**src/rtl/led_iter_core.sv**
```systemverilog
`timescale 1ns/1ps
// Iterative LED-64/LED-128 block encryption core with valid/ready handshakes on both sides.
// RPC rounds are evaluated per clock by chaining copies of the single-round datapath.
module led_iter_core #(
    parameter int KEY_BITS = 64,
    parameter int RPC      = 1
) (
    input  logic                clk,
    input  logic                rst,
    input  logic                in_valid,
    output logic                in_ready,
    input  logic [63:0]         pt,
    input  logic [KEY_BITS-1:0] key,
    output logic                out_valid,
    input  logic                out_ready,
    output logic [63:0]         ct
);

    localparam int          NR   = (KEY_BITS == 128) ? 48 : 32;
    localparam logic [7:0]  KS   = 8'(KEY_BITS);
    localparam logic [63:0] SBOX = 64'hC56B_90AD_3EF8_4712;
    localparam logic [63:0] MIXM = 64'h4122_8656_BEA9_22FB;

    typedef enum logic [1:0] {
        IDLE,
        RUN,
        DONE
    } state_t;

    state_t state_q, state_d;

    logic [63:0]         s_q;
    logic [KEY_BITS-1:0] key_q;
    logic [5:0]          cnt_q;
    logic [5:0]          rc_q;

    logic [63:0] k0_in;
    logic [63:0] k0;
    logic [63:0] k1;
    logic [63:0] s_cur;
    logic [5:0]  rc_cur;
    logic [2:0]  rnum;
    logic        last_step;

    function automatic logic [3:0] sbox(input logic [3:0] x);
        return SBOX[63 - 4 * int'(x) -: 4];
    endfunction

    // GF(2^4) multiply, reduction polynomial x^4 + x + 1
    function automatic logic [3:0] gmul(input logic [3:0] a, input logic [3:0] b);
        logic [3:0] p;
        logic [3:0] aa;
        p  = '0;
        aa = a;
        for (int i = 0; i < 4; i++) begin
            if (b[i]) p = p ^ aa;
            aa = {aa[2:0], 1'b0} ^ (aa[3] ? 4'h3 : 4'h0);
        end
        return p;
    endfunction

    function automatic logic [5:0] rc_next(input logic [5:0] rc);
        return {rc[4:0], rc[5] ^ rc[4] ^ 1'b1};
    endfunction

    // One full round: AddConstants, SubCells, ShiftRows, MixColumnsSerial
    function automatic logic [63:0] led_round(input logic [63:0] s, input logic [5:0] rc);
        logic [3:0]  c [16];
        logic [3:0]  t [16];
        logic [3:0]  acc;
        logic [63:0] r;
        for (int n = 0; n < 16; n++) c[n] = s[63 - 4 * n -: 4];
        c[0]  = c[0]  ^ KS[7:4];
        c[4]  = c[4]  ^ (KS[7:4] ^ 4'd1);
        c[8]  = c[8]  ^ (KS[3:0] ^ 4'd2);
        c[12] = c[12] ^ (KS[3:0] ^ 4'd3);
        c[1]  = c[1]  ^ {1'b0, rc[5:3]};
        c[5]  = c[5]  ^ {1'b0, rc[2:0]};
        c[9]  = c[9]  ^ {1'b0, rc[5:3]};
        c[13] = c[13] ^ {1'b0, rc[2:0]};
        for (int n = 0; n < 16; n++) c[n] = sbox(c[n]);
        for (int i = 0; i < 4; i++)
            for (int j = 0; j < 4; j++)
                t[4 * i + j] = c[4 * i + ((j + i) % 4)];
        r = '0;
        for (int i = 0; i < 4; i++) begin
            for (int col = 0; col < 4; col++) begin
                acc = '0;
                for (int j = 0; j < 4; j++)
                    acc = acc ^ gmul(MIXM[63 - 4 * (4 * i + j) -: 4], t[4 * j + col]);
                r[63 - 4 * (4 * i + col) -: 4] = acc;
            end
        end
        return r;
    endfunction

    generate
        if (KEY_BITS == 128) begin : g_key128
            assign k0_in = key[127:64];
            assign k0    = key_q[127:64];
            assign k1    = key_q[63:0];
        end else begin : g_key64
            assign k0_in = key[63:0];
            assign k0    = key_q[63:0];
            assign k1    = key_q[63:0];
        end
    endgenerate

    // Unrolled round chain; a step key follows every fourth round, odd steps take K1
    always_comb begin
        s_cur  = s_q;
        rc_cur = rc_q;
        rnum   = '0;
        for (int k = 0; k < RPC; k++) begin
            rnum   = cnt_q[2:0] + 3'(k) + 3'd1;
            rc_cur = rc_next(rc_cur);
            s_cur  = led_round(s_cur, rc_cur)
                   ^ ((rnum[1:0] == 2'b00) ? (rnum[2] ? k1 : k0) : 64'h0);
        end
    end

    assign last_step = (7'(cnt_q) + 7'(RPC)) == 7'(NR);

    always_ff @(posedge clk) begin
        if (rst) state_q <= IDLE;
        else     state_q <= state_d;
    end

    always_comb begin
        state_d   = state_q;
        in_ready  = 1'b0;
        out_valid = 1'b0;
        case (state_q)
            IDLE: begin
                in_ready = 1'b1;
                if (in_valid) state_d = RUN;
            end
            RUN: begin
                if (last_step) state_d = DONE;
            end
            DONE: begin
                out_valid = 1'b1;
                if (out_ready) state_d = IDLE;
            end
            default: state_d = IDLE;
        endcase
    end

    // ct is only written at the end of a block, so it stays stable under backpressure
    always_ff @(posedge clk) begin
        if (rst) begin
            s_q   <= '0;
            key_q <= '0;
            cnt_q <= '0;
            rc_q  <= '0;
            ct    <= '0;
        end else begin
            case (state_q)
                IDLE: begin
                    if (in_valid) begin
                        s_q   <= pt ^ k0_in;
                        key_q <= key;
                        cnt_q <= '0;
                        rc_q  <= '0;
                    end
                end
                RUN: begin
                    s_q  <= s_cur;
                    rc_q <= rc_cur;
                    if (last_step) ct <= s_cur;
                    else           cnt_q <= cnt_q + 6'(RPC);
                end
                default: ;
            endcase
        end
    end

endmodule
```
**config.mk**
```make
export PLATFORM = sky130hd
export DESIGN_NAME = led_iter_core
export DESIGN_NICKNAME = d
export VERILOG_FILES = /design/src/rtl/led_iter_core.sv
export SDC_FILE = /design/constraint.sdc
export NUM_CORES = 1
export LEC_CHECK = 0
export BUFFER_PORTS_ARGS = -buffer_cell sky130_fd_sc_hd__buf_2
export CAP_MARGIN = 25
export CORE_MARGIN = 3
export CORE_UTILIZATION = 64
export DETAILED_ROUTE_END_ITERATION = 8
export PLACE_DENSITY = 0.89
export SLEW_MARGIN = 20
export SYNTH_ARGS = -nofsm -noshare
export SYNTH_HDL_FRONTEND = slang
export SYNTH_SLANG_ARGS = --single-unit
```
**constraint.sdc**
```tcl
create_clock -name clk -period 7.92 [get_ports clk]
set_input_delay 1.188 -clock clk [delete_from_list [all_inputs] [get_ports clk]]
set_output_delay 1.188 -clock clk [all_outputs]
set_load 0.01 [all_outputs]
```
# == Word level (Yosys, flattened, before mapping) ==
# Cells that the tools add are included.
# word_totals
regBits,206
in_bits,132
output_inout_bits,66
wordCells,577
# classes
n_addsub,19
n_eq_ne,7
shift,16
muxes,269
bitwise,252
reduce_logical,8
# op_table
op,n
indexed part select 67 x 7 -> 4 bit (first input constant),16
two-way mux 4 bit,116
two-way mux 3 bit,80
XOR 4 bit,48
NOT 2 bit,82
two-way mux 64 bit,2
case mux 64 bit (2 select lines),1
XOR 64 bit,2
NOT 3 bit,40
subtractor 6 x 6 -> 7 bit (first input constant),16
two-way mux 2 bit,51
NOT 1 bit (first input constant),48
NOT 4 bit,8
case mux 6 bit (2 select lines),2
NOT 1 bit,19
XOR 4 x 3 -> 4 bit,4
two-way mux 1 bit,14
two-way mux 6 bit,2
!= test 2 bit (second input constant),4
adder 6 x 1 -> 7 bit (second input constant),1
== test 7 x 6 -> 1 bit (second input constant),1
adder 6 x 1 -> 6 bit (second input constant),1
case mux 2 bit (3 select lines),1
AND reduction 2 bit,3
7 further kinds,9

# == Logic depth before layout (Yosys ltp) ==
# depth
ltp_word,17
ltp_mapped,12
depth_no_buf,11

# == Worst setup path before layout ==
# OpenSTA, ideal clock, no wires.
# synth_path
path_kind,register to register
from,reg rc_q[4]
to,reg s_q[5]
setup_time_ps,122
t_arrival_ps,2996
required_time_ps,7798
path_slack_ps,4802
path_stages_with_launch,8
path_buffers,1
period_less_slack_ps,3118
path_cell_list,dfxtp_1 > buf_6 > xnor3_2 > ha_1 > mux4_2 > xor3_1 > xnor3_1 > a221o_1
# synth_via
elab_chain_cells,14
# synth_rtl
item,line,rtl
start: declaration,35,logic [5:0] rc_q;
start signal: assignment,169,rc_q <= rc_cur;
XOR 1 bit *,63,"return {rc[4:0], rc[5] ^ rc[4] ^ 1'b1};"
NOT 1 bit (no line) *,--,
XOR 4 x 3 -> 4 bit *,80,"c[13] = c[13] ^ {1'b0, rc[2:0]};"
subtractor 6 x 6 -> 7 bit *,46,return SBOX[63 - 4 * int'(x) -: 4];
indexed part select 67 x 7 -> 4 bit *,46,
two-way mux 4 bit,56,if (b[i]) p = p ^ aa;
two-way mux 3 bit,56,
NOT 2 bit (no line),--,
two-way mux 4 bit,56,
NOT 3 bit (no line),--,
two-way mux 3 bit *,56,
XOR 4 bit *,90,"acc = acc ^ gmul(MIXM[63 - 4 * (4 * i + j) -: 4], t[4 * j + col]);"
XOR 64 bit *,118,^ ((rnum[1:0] == 2'b00) ? (rnum[2] ? k1 : k0) : 64'h0);
case mux 64 bit (2 select lines) *,158,case (state_q)
end signal: assignment,161,s_q <= pt ^ k0_in;
end signal: assignment,168,s_q <= s_cur;
end: declaration,32,logic [63:0] s_q;
# Mark *: on every way between the ends. The rest lies on a longest branch, timed or not.
# A chain may end at the register's enable or synchronous reset.

# == Worst setup path after layout ==
# layout_path
from,reg rc_q[2]
to,reg s_q[27]
# layout_via
elab_chain_cells,11
# layout_rtl
item,line,rtl
XOR 4 x 3 -> 4 bit *,77,"c[1] = c[1] ^ {1'b0, rc[5:3]};"
subtractor 6 x 6 -> 7 bit *,46,
indexed part select 67 x 7 -> 4 bit *,46,
two-way mux 4 bit,56,
NOT 2 bit (no line),--,
two-way mux 4 bit *,56,
XOR 4 bit * (3 in series),90,
XOR 64 bit *,118,
case mux 64 bit (2 select lines) *,158,
# Marked as above.

==> flow_summary_export.csv <==
group,metric,value,unit
yosys,postSynthCellCount,1682,
clock_network,clockBufferDepth,3,
clock_network,root_buffer,"clkbuf_16",
yosys,yosysWarnings,0,
sta,hold_viol,0,
critical_path,worst_r2r_path_depth,9,
sta,fin_crit,3620,ps
job,drv_cap,0,
drt,first_pass_iters,6,
sta,finClkSkew,8.66,ps
grt,grt_pass1_vias,12403,
placement,io_buffer_count,197,
die,die_w,156,µm
min_path,hold_path_class,"register to register",
yosys,synth_top_family_by_area,"XOR/XNOR gates",
critical_path,crit_arrival,3990,ps
yosys,synth_adder_area_share,0.0669,
yosys,yosys.area_share.simple,0.131,
grt,busiest_layer,"met2",
yosys,synthMuxAreaShare,0.0603,
sta,setup_viol,0,
sta,grt_setup_unrepaired,"no",
grt,grt_max_degree,90,
clock_network,tritoncts,"yes",
final_layout,drive_gt1_frac,0.158,
yosys,async_flop_share,0,
die,boundaryPins,198,
grt,globalRouteTotalUtil,0.337,
critical_path,max_stage_delay,600,ps
yosys,synth-edff-count,0,
clock_network,htreeDepth,1,
final_layout,diodes,0,
grt,grt.overflow.total,0,
final_layout,areaGrowthSynthToFinish,12.4,%
drt,drt_iter0_markers,1278,
placement,dp_hpwl,30500,µm
sta,worst_slew_pin_slew,1040,ps
clock_network,ctsResizeCount,0,
sta,fmax,0.276,GHz
die,die-area,24400,µm²
yosys,ys.flop_type,"dfxtp_1",
drt,vias,12878,
yosys,syn_avg_cell_area,8.57,µm²
final_layout,nets,2020,
placement,routabilityCongestion,0.952,
clock_network,holdBufCountCts,0,
die,row_count,54,
sta,maxSlewViolCount,0,
clock_network,numCtsBuffers,23,
critical_path,cp_slowest_cell,"xnor2_1",
clock_network,clk_pin_slew,60,ps
critical_path,crit_path_cell_trace,"xnor2_1 > inv_1 > ha_1 > mux4_2 > xnor2_1 > xnor2_1 > xnor3_1 > o221ai_1 > nor2_1",
critical_path,worst_setup_path_start_kind,"register",
drt,antenna_left,0,
drt,via_per_inst,6.12,
critical_path,criticalPathCategory,"register to register",
critical_path,required,8280,ps
yosys,syn-num-nets,1891,
yosys,synth_seq_area_share,0.286,
critical_path,path_common_cell,"xnor2_1",
sta,final.setup.tns,0,ps
grt,antenna_found_initial,0,
critical_path,worstSetupEndpointType,"register",
die,coreArea,22000,µm²
grt,use_met1,0.446,
yosys,synth_seq_cells,206,
yosys,synth-compound-area-share,0.146,
clock_network,insertion_delay,520,ps
min_path,min_path_cells,2,
grt,grt_pass1_wl,65700,µm
drt,wl_per_cell,20.1,µm
grt,use_met2,0.564,
grt,met3_usage,0.0424,
yosys,synth_cell_types,62,
drt,wl,42300,µm
critical_path,crit_fanout,5,
yosys,synth_xor_area_frac,0.266,
die,start_util,0.656,
clock_network,cts.repair_timing.setup_buffer_count,0,
sta,slew-limit-headroom,0.304,
yosys,syn-cell-area,14400,µm²
sta,period_share,0.457,
run_status,status,"completed",
clock_network,clock-sinks,206,
drt,drc,0,
die,die_h,156,µm
==> state kept, by name, summed over array words and instances, names as in the netlist <==
register and flops:
k0 64, cnt_q 6, s_q 64, rc_q 6
ct 64, state_q 2
==> cells in the final DEF, fill, tap and decap left out, types with 3 or more instances in the layout <==
cell type,count
o221ai_1,12
a211oi_1,37
nand2b_1,10
a31oi_1,9
o21ai_1,19
nor2_1,150
o21ai_0,44
xnor2_4,3
xnor2_1,232
mux2i_1,26
a22oi_1,6
a21o_1,21
nor3_1,15
o31ai_1,3
xor2_1,100
a221o_1,8
nor2b_1,6
a2111oi_0,4
buf_4,12
o221a_1,3
buf_2,196
clkbuf_8,3
nor3b_1,4
ha_1,76
xor3_1,3
a22o_1,8
clkbuf_1,7
a21oi_1,148
clkbuf_16,23
mux4_2,26
xnor3_1,31
dfxtp_1,206
o21a_1,6
and3_1,3
nand2_1,244
nand3_1,17
inv_1,57
==> metal layers <==
layer	share of wire	routed length [µm]
met1	0.39	16600
met4	0.044	1870
met5	0	0
met3	0.095	4030
met2	0.47	19800
==> through the flow <==
stage	worst slack (ps)	instances	instance area, µm²	util	hold WS, ps
after floorplan	4800	1682	14400	-	437
after global placement	4300	2066	15500	0.704	440
after detailed placement	4270	2066	15500	0.704	445
after CTS	4320	2105	16200	0.738	454
after global routing	4150	2105	16200	0.738	474
final	4300	2105	16200	0.738	452
==> cell families (layout without fill, tap and decap cells) <==
| kind of cell | count (synthesis) | in the layout |
|---|---|---|
| and+or+nand+nor | 466 | 466 |
| xor gates and xnor gates | 373 | 373 |
| AOI/OAI and AO/OA | 342 | 342 |
| DFF | 206 | 206 |
| buffers and inverters | 164 | 307 |
| adders and majority gates | 77 | 77 |
| muxes | 54 | 54 |
==> cells in the mapped netlist (3+ instances only) <==
cell / count / area, µm²
xor3_1: 3 / 71.3
o21ai_1: 19 / 95.1
a21oi_1: 148 / 741
mux2i_1: 26 / 260
a211oi_1: 37 / 278
a22o_1: 8 / 70.1
xnor2_1: 232 / 2030
inv_1: 57 / 214
a21o_1: 21 / 158
nor3_1: 15 / 75.1
nor2_1: 154 / 578
a31oi_1: 9 / 56.3
a221o_1: 8 / 80.1
o221ai_1: 12 / 105
o21a_1: 6 / 45.0
o31ai_1: 3 / 22.5
mux4_2: 26 / 586
buf_1: 9 / 33.8
buf_2: 9 / 45.0
clkbuf_1: 85 / 319
nor2b_1: 7 / 43.8
a2111oi_0: 4 / 35.0
xnor3_1: 31 / 698
nand2b_1: 10 / 62.6
a22oi_1: 6 / 45.0
nor3b_1: 4 / 30.0
and3_1: 4 / 25.0
ha_1: 77 / 963
o21ai_0: 45 / 225
nand3_1: 18 / 90.1
dfxtp_1: 206 / 4120
xnor2_4: 3 / 82.6
o221a_1: 3 / 33.8
nand2_1: 245 / 920
xor2_1: 100 / 876
==> critical path: cells and delay by family (launching register included) <==
kind	cells	cell delay (ps)
adder cells (fa/ha/maj)	1	380
XOR/XNOR	4	1730
AO/OA/AOI/OAI	1	200
buffers and inverters	1	190
flip-flops	1	360
AND/OR/NAND/NOR	1	70
multiplexers	1	550
==> worst paths after layout <==
| check | start | endpoint | slack (ps) |
|---|---|---|---|
| worst max-delay path | rc_q[2]$_SDFFE_PP0P_ | s_q[27]$_SDFFE_PP0P_ | 4300 |
| worst min-delay path | ct[63]$_SDFFE_PP0P_ | ct[63]$_SDFFE_PP0P_ | 450 |
| worst min register to register | ct[63]$_SDFFE_PP0P_ | ct[63]$_SDFFE_PP0P_ | 450 |
| worst max register to register | rc_q[2]$_SDFFE_PP0P_ | s_q[27]$_SDFFE_PP0P_ | 4300 |
==> area by class of cell <==
cell class / count / area (µm²)
clock inverter: 6 / 88.8
timing repair buffer: 208 / 1070
fill: 1590 / 5760
sequential: 206 / 4120
multi-input combinational: 1312 / 9690
clock buffer: 33 / 643
tap: 280 / 350
inverter: 60 / 225
Power is not shown: default switching activity piles up to over one toggle a cycle in this logic, so the estimate is an artifact.
